### config.mk
export PLATFORM = sky130hd
export DESIGN_NAME = vga_timing_gen
export DESIGN_NICKNAME = d
export VERILOG_FILES = /design/src/rtl/vga_pkg.sv /design/src/rtl/vga_axis_counter.sv /design/src/rtl/vga_timing_gen.sv
export SDC_FILE = /design/constraint.sdc
export NUM_CORES = 1
export LEC_CHECK = 0
export CAP_MARGIN = 20
export CORE_UTILIZATION = 41
export CTS_CLUSTER_SIZE = 24
export DETAILED_ROUTE_END_ITERATION = 6
export GPL_TIMING_DRIVEN = 0
export MAX_ROUTING_LAYER = met4
export PLACE_DENSITY_LB_ADDON = 0.05
export SLEW_MARGIN = 5
export SYNTH_ARGS = -nofsm -noshare
export SYNTH_HDL_FRONTEND = slang
export SYNTH_SLANG_ARGS = --single-unit
export TNS_END_PERCENT = 10
### constraint.sdc
create_clock -name clk -period 2.5 [get_ports clk]
set_input_delay 0.5 -clock clk [delete_from_list [all_inputs] [get_ports clk]]
set_output_delay 0.5 -clock clk [all_outputs]
set_load 0.01 [all_outputs]
### src/rtl/vga_pkg.sv
// Shared VGA timing constants, the 4-bit-per-channel colour type and a visibility helper.
package vga_pkg;

    localparam int unsigned H_VISIBLE_DEF = 640;
    localparam int unsigned H_FRONT_DEF   = 16;
    localparam int unsigned H_SYNC_DEF    = 96;
    localparam int unsigned H_BACK_DEF    = 48;
    localparam int unsigned V_VISIBLE_DEF = 480;
    localparam int unsigned V_FRONT_DEF   = 10;
    localparam int unsigned V_SYNC_DEF    = 2;
    localparam int unsigned V_BACK_DEF    = 33;

    localparam int unsigned H_TOTAL = H_VISIBLE_DEF + H_FRONT_DEF + H_SYNC_DEF + H_BACK_DEF;
    localparam int unsigned V_TOTAL = V_VISIBLE_DEF + V_FRONT_DEF + V_SYNC_DEF + V_BACK_DEF;

    typedef struct packed {
        logic [3:0] red;
        logic [3:0] green;
        logic [3:0] blue;
    } rgb_t;

    function automatic logic is_visible(input logic [31:0] h, input logic [31:0] v,
                                        input int unsigned h_vis, input int unsigned v_vis);
        return (h < h_vis) && (v < v_vis);
    endfunction

endpackage

### src/rtl/vga_axis_counter.sv
// Enabled modulo-TOTAL counter for one raster axis; wrap flags the enabled step from TOTAL-1 back to 0.
module vga_axis_counter #(
    parameter int unsigned TOTAL = 800,
    parameter int unsigned W     = $clog2(TOTAL)
) (
    input  logic         clk,
    input  logic         rst_n,
    input  logic         en,
    output logic [W-1:0] count,
    output logic         wrap
);

    localparam logic [W-1:0] LAST = W'(TOTAL - 1);

    logic [W-1:0] count_q;
    logic [W-1:0] count_d;

    always_comb begin
        wrap    = en && (count_q == LAST);
        count_d = count_q;
        if (en) begin
            count_d = (count_q == LAST) ? '0 : count_q + W'(1);
        end
    end

    always_ff @(posedge clk or negedge rst_n) begin
        if (!rst_n) begin
            count_q <= '0;
        end else begin
            count_q <= count_d;
        end
    end

    assign count = count_q;

endmodule

### src/rtl/vga_timing_gen.sv
// VGA raster timing: 25 MHz pixel strobe from 50 MHz, x/y counters, sync decode and registered colour.
// Define VGA_TEST_PATTERN_EN to replace renderer colour with eight 80-pixel vertical colour bars.
module vga_timing_gen
    import vga_pkg::*;
#(
    parameter int unsigned H_VISIBLE = H_VISIBLE_DEF,
    parameter int unsigned H_FRONT   = H_FRONT_DEF,
    parameter int unsigned H_SYNC    = H_SYNC_DEF,
    parameter int unsigned H_BACK    = H_BACK_DEF,
    parameter int unsigned V_VISIBLE = V_VISIBLE_DEF,
    parameter int unsigned V_FRONT   = V_FRONT_DEF,
    parameter int unsigned V_SYNC    = V_SYNC_DEF,
    parameter int unsigned V_BACK    = V_BACK_DEF
) (
    input  logic        clk,
    input  logic        reset_n,
    output logic [31:0] x,
    output logic [31:0] y,
    output logic        pixel_en,
    output logic        frame_start,
    input  logic [3:0]  pixel_red,
    input  logic [3:0]  pixel_green,
    input  logic [3:0]  pixel_blue,
    output logic [3:0]  vga_red,
    output logic [3:0]  vga_green,
    output logic [3:0]  vga_blue,
    output logic        vga_hs,
    output logic        vga_vs
);

    localparam int unsigned H_LEN = H_VISIBLE + H_FRONT + H_SYNC + H_BACK;
    localparam int unsigned V_LEN = V_VISIBLE + V_FRONT + V_SYNC + V_BACK;
    localparam int unsigned HW    = $clog2(H_LEN);
    localparam int unsigned VW    = $clog2(V_LEN);

    localparam logic [31:0] HS_START = H_VISIBLE + H_FRONT;
    localparam logic [31:0] HS_END   = H_VISIBLE + H_FRONT + H_SYNC;
    localparam logic [31:0] VS_START = V_VISIBLE + V_FRONT;
    localparam logic [31:0] VS_END   = V_VISIBLE + V_FRONT + V_SYNC;

    logic          pixel_en_q, pixel_en_d;
    logic          frame_start_q, frame_start_d;
    logic          frame_pend_q, frame_pend_d;
    logic          hs_q, hs_d;
    logic          vs_q, vs_d;
    rgb_t          rgb_q, rgb_d;
    rgb_t          src_rgb;
    logic [HW-1:0] h_count;
    logic [VW-1:0] v_count;
    logic          h_wrap;
    logic          v_wrap;
    logic [31:0]   x_ext;
    logic [31:0]   y_ext;
    logic          h_sync_on;
    logic          v_sync_on;

    vga_axis_counter #(.TOTAL(H_LEN), .W(HW)) u_h_counter (
        .clk   (clk),
        .rst_n (reset_n),
        .en    (pixel_en_q),
        .count (h_count),
        .wrap  (h_wrap)
    );

    vga_axis_counter #(.TOTAL(V_LEN), .W(VW)) u_v_counter (
        .clk   (clk),
        .rst_n (reset_n),
        .en    (h_wrap),
        .count (v_count),
        .wrap  (v_wrap)
    );

    assign x_ext     = 32'(h_count);
    assign y_ext     = 32'(v_count);
    assign h_sync_on = (x_ext >= HS_START) && (x_ext < HS_END);
    assign v_sync_on = (y_ext >= VS_START) && (y_ext < VS_END);

`ifdef VGA_TEST_PATTERN_EN
    logic [2:0] bar_idx;
    always_comb begin
        bar_idx = 3'(x_ext[9:0] / 10'd80);
        src_rgb = '{red: {4{bar_idx[2]}}, green: {4{bar_idx[1]}}, blue: {4{bar_idx[0]}}};
    end
`else
    assign src_rgb = '{red: pixel_red, green: pixel_green, blue: pixel_blue};
`endif

    // Frame pending is set by the vertical wrap (and by reset) and fires frame_start
    // so that it lines up with the next pixel_en cycle showing (0,0).
    always_comb begin
        pixel_en_d    = !pixel_en_q;
        frame_start_d = frame_pend_q && !pixel_en_q;
        frame_pend_d  = v_wrap || (frame_pend_q && !frame_start_d);
        rgb_d         = rgb_q;
        hs_d          = hs_q;
        vs_d          = vs_q;
        if (pixel_en_q) begin
            rgb_d = is_visible(x_ext, y_ext, V_VISIBLE == 0 ? 0 : H_VISIBLE, V_VISIBLE) ? src_rgb : '0;
            hs_d  = !h_sync_on;
            vs_d  = !v_sync_on;
        end
    end

    always_ff @(posedge clk or negedge reset_n) begin
        if (!reset_n) begin
            pixel_en_q    <= 1'b0;
            frame_start_q <= 1'b0;
            frame_pend_q  <= 1'b1;
            rgb_q         <= '0;
            hs_q          <= 1'b1;
            vs_q          <= 1'b1;
        end else begin
            pixel_en_q    <= pixel_en_d;
            frame_start_q <= frame_start_d;
            frame_pend_q  <= frame_pend_d;
            rgb_q         <= rgb_d;
            hs_q          <= hs_d;
            vs_q          <= vs_d;
        end
    end

    assign x           = x_ext;
    assign y           = y_ext;
    assign pixel_en    = pixel_en_q;
    assign frame_start = frame_start_q;
    assign vga_red     = rgb_q.red;
    assign vga_green   = rgb_q.green;
    assign vga_blue    = rgb_q.blue;
    assign vga_hs      = hs_q;
    assign vga_vs      = vs_q;

endmodule
======== Yosys cells after proc, flatten, opt, wreduce, memory -nomap -nowiden ========
Index checks and enable logic that the tools add are counted.
storage, ports and cells
  register bits after elaboration ......... 37
  logic and storage cells ................. 35
operators by class
  muxes and demuxes ....................... 3
  reduce and logical (&&, ||, !) cells .... 12
  eq/ne operators ......................... 2
  add/subtract/negate cells ............... 2
  order comparisons ....................... 6
operator list
  kind                                                                           number
  10-bit by 1-bit adder with 10-bit output, second input constant                2
  10-bit equality test, second input constant                                    2
  10-bit less-than comparator, second input constant                             2
  10-bit by 9-bit less-than comparator with 1-bit output, second input constant  2
  10-bit two-way mux                                                             2
  12-bit two-way mux                                                             1
  10-bit >= comparator, second input constant                                    1
  10-bit by 9-bit >= comparator with 1-bit output, second input constant         1
  1-bit logical AND                                                              7
  1-bit zero test                                                                4
  1-bit logical OR                                                               1

======== Logic depth before layout (Yosys ltp) ========
  depth in word-level cells ............... 5
  depth in mapped cells ................... 6
  depth with buffers taken out ............ 6

======== Modules after synthesis ========
A second synthesis with hierarchy kept.
unflattened totals
  cells, all modules ...................... 217
  area total of the unflattened synthesis .. 2238.4 um^2
modules (own cells, without submodules)
  module                          cells each  area each (um^2)  sequential area each (um^2)  times used
  vga_timing_gen                  117         1197.4            429.2                        1
  vga_axis_counter (u_v_counter)  50          530.5             250.2                        1
  vga_axis_counter (u_h_counter)  50          510.5             250.2                        1

======== Least setup slack after synthesis ========
No wires, ideal clock.
  path kind ............................... register to register
  start ................................... register u_h_counter.count_q[6], in the netlist u_h_counter.count[6]
  end ..................................... register u_v_counter.count_q[9], in the netlist u_v_counter.count[9]
  slack ................................... 0.228 ns
  period minus slack after synthesis ...... 2.272 ns
  stages on the path, launching flop included .. 7
  buffers on the path ..................... 2
  arrival ................................. 2.194 ns
  cell sequence ........................... dfrtp_1 > or4b_1 > buf_2 > or3_1 > clkbuf_2 > or4_1 > a21oi_1
on the way
  cells in the longest elaborated chain, start to end .. 2
ends and longest elaborated chain
  item                    line                    RTL
  from (decl)             vga_axis_counter.sv:15  logic [W-1:0] count_q;
  from (signal assigned)  vga_axis_counter.sv:30  count_q <= count_d;
  10-bit equality test    vga_axis_counter.sv:19  wrap = en && (count_q == LAST);
  1-bit logical AND       vga_axis_counter.sv:19
  to (signal assigned)    vga_axis_counter.sv:30
  to (decl)               vga_axis_counter.sv:15
No other way between the ends.
A chain may end at the register's enable or synchronous reset.

======== Worst setup path in the final report ========
Ends and elaborated chain as after synthesis.

==> out/metrics.yaml <==
status:
  status: "finished, final reports clean"
critical_path:
  r2r_cells: 6
  startpoint_type: "flop"
  critPathMaxFanout: 8
  r2r-start: "u_h_counter.count[6]$_DFFE_PN0P_"
  worstSetupEndpointType: "flop"
  cp_data_arrival_time_ns: 2.59
  rr_endpoint: "u_v_counter.count[9]$_DFFE_PN0P_"
  required_ns: 2.71
  rrSetupSlack_ns: 0.12
  critPathKind: "reg2reg"
logic_synthesis:
  syn_area_sq_mm: 0.00199
  yosysSeqAreaShare: 0.468
  yosysTopAreaCellShare: 0.428
  synthesis.instances: 194
  synth.distinct_cells: 35
  avgSynthCellArea_sq_um: 10.2
  ys_warn_count: 0
  synth_edf_count: 0
  async_flop_share: 1.00
  ys.flop_type: "dfrtp_1"
  ys_ff_latch: 37
  synthTopCellsByArea: "dfrtp_1 (43%), buf_4 (17%), a22o_1 (5.3%), dfstp_2 (4.0%), xnor2_1 (4.0%)"
  synth_top_area_cell: "dfrtp_1"
global_route:
  grt_pass1_wl_mm: 6.49
  grt_use_total: 0.169
  grt_pass1_vias: 1411
  grt_overflow: 0
  grt_max_degree: 38
  antenna_found_initial: 0
clocking:
  cts_max_level: 2
  clockBufferDepth: 2
  clk_latency_ns: 0.28
  post_cts_resized: 0
  postCtsHoldBufs: 0
  clkTransAtPathRegs_ns: 0.07
  cts-root-buf: "clkbuf_8"
  cts_setup_buffers: 0
  clock-sinks: 37
  cts_tree: "yes"
  cts_buffers: 5
drt:
  num_vias: 1541
  totalWireLength_mm: 3.95
  drt_first_pass_iters: 4
  via_per_inst: 4.47
  drc: 0
  drt_iter0_drc: 51
  wl_per_cell_microns: 11.4
  drtAntennaViolNets: 0
pwr:
  leakagePower_nw: 1.38
  ir_worst_vdd_mv: 0.226
  seqPwrFrac: 0.522
  power.share.clock: 0.353
  swShare: 0.226
  combPwrFrac: 0.125
  p_int_w: 0.000910
  total_power_w: 0.00118
  powerDensity_mw_per_mm2: 422
  p_sw_w: 0.000265
cells_and_area:
  fillerInstances: 388
  drive_gt1_frac: 0.198
  multi_input_area_sq_um: 845
  layout_commonest_cell: "clkdlybuf4s50_1"
  seq_area_sq_um: 930
  design_area_sq_mm: 0.00279
  final_cell_mix: "clkdlybuf4s50_1 (48), buf_4 (44), conb_1 (44)"
  fin_nets: 312
  n_antenna_cell: 0
  area.growth.synth_to_final_pct: 40.4
sta:
  skew_ns: 0.00360
  post-route-min-period_ns: 2.38
  fin_hold_ws_ns: 0.299
  setup_viol: 0
  postLayoutSetupSlackWorst_ns: 0.116
  timing.final.max_slew_violations: 0
  relSlewSlack: 0.467
  rsz0062_at_grt: "no"
  timing.fmax_mhz: 420
  hold_violations: 0
  fin_crit_sh: 0.954
  worst_pin_slew_ns: 0.799
  tns_ns: 0
floorplanning:
  num_io_pins: 94
  die_w_microns: 71.6
  initial_core_util: 0.441
  die_y_microns: 71.6
  core_sq_mm: 0.00450
  num_rows: 24
  dieArea_sq_mm: 0.00513
placed_design:
  portBuffers: 49
  place_area_sq_mm: 0.00270
  hpwl_mm: 2.94
  dp_slack_ns: 0.168
  place_congestion: 0.733
min_path:
  hold_class: "in2async"
run:
  cap_violations: 0
## per-layer routing
| metal | global-route usage | wire length (microns) | vias to the layer above |
|---|---|---|---|
| met1 | 0.216 | 1780 | 694 |
| met2 | 0.263 | 1840 | 68 |
| met3 | 0.0506 | 290 | 4 |
| met4 | 0.0458 | 35 | 0 |
| met5 | - | 0 | - |
| li1 | - | - | 775 |
## flip-flops by register name, summed over array words and instances, names as in the netlist
| name | count |
|---|---|
| vga_red | 4 |
| frame_pend_q | 1 |
| frame_start | 1 |
| vga_hs | 1 |
| vga_blue | 4 |
| vga_green | 4 |
| vga_vs | 1 |
| pixel_en | 1 |
| u_v_counter.count | 10 |
| u_h_counter.count | 10 |
## synth_stat cells (2+ instances only)
cell type and n:
nor4_1 4, nand4_1 3, xor2_1 4, nor2_1 12, a22o_1 12, and3_1 5
dfstp_2 3, buf_4 44, nand2_1 8, inv_1 6, o21ai_0 7, clkbuf_1 3
a21oi_1 2, nand3_1 10, xnor2_1 9, ha_1 5, nor3_1 5, dfrtp_1 34
o311ai_0 2
## worst max-delay path, cell delays in order (launching register included)
cell      delay [ns]
dfrtp_1         0.43
or4b_1          0.54
buf_2           0.19
or3_1           0.34
clkbuf_2        0.16
or4_1           0.50
a21oi_1         0.15
## kinds of logic after synthesis
logic type               synth area share
AND/OR/NAND/NOR                     0.151
buffers and inverters               0.188
flip-flops                          0.468
AO/OA/AOI/OAI                      0.0970
XOR/XNOR                           0.0573
adder cells (fa/ha/maj)            0.0315
other                             0.00189
multiplexers                      0.00504
## worst max-delay path by stage
stage / start / cells after the start / endpoint
5_1_grt: u_h_counter.count[6]$_DFFE_PN0P_ / 6 / u_v_counter.count[9]$_DFFE_PN0P_
6_report: u_h_counter.count[6]$_DFFE_PN0P_ / 6 / u_v_counter.count[9]$_DFFE_PN0P_
4_1_cts: u_h_counter.count[6]$_DFFE_PN0P_ / 6 / u_v_counter.count[9]$_DFFE_PN0P_
2_1_floorplan: u_h_counter.count[6]$_DFFE_PN0P_ / 6 / u_v_counter.count[9]$_DFFE_PN0P_
3_3_place_gp: reset_n / 1 / vga_blue[1]$_DFFE_PN0P_
3_5_place_dp: u_h_counter.count[6]$_DFFE_PN0P_ / 6 / u_v_counter.count[9]$_DFFE_PN0P_
## area by class of cell
cell class | count | share of cell area
inverter | 6 | 0.00808
timing repair buffer | 49 | 0.174
clock buffer | 6 | 0.0296
sequential | 37 | 0.333
buffer | 49 | 0.126
multi-input combinational | 145 | 0.303
clock inverter | 1 | 0.00269
tap | 52 | 0.0233
## metrics by stage
stage                util  instances
floorplan               -        237
global placement    0.600        338
detailed placement  0.599        338
CTS                 0.619        345
global route        0.619        345
finish              0.619        345
## power by group through the flow
stage,sequential (W),clock (W),combinational (W)
4_1_cts,0.000614,0.000434,0.000146
6_report,0.000614,0.000415,0.000146
5_1_grt,0.000615,0.000459,0.000160
3_5_place_dp,0.000625,0,0.000145
2_1_floorplan,0.000630,0,0.0000881
3_3_place_gp,0.000625,0,0.000146
No activity file was read; power rests on OpenSTA's default activity.
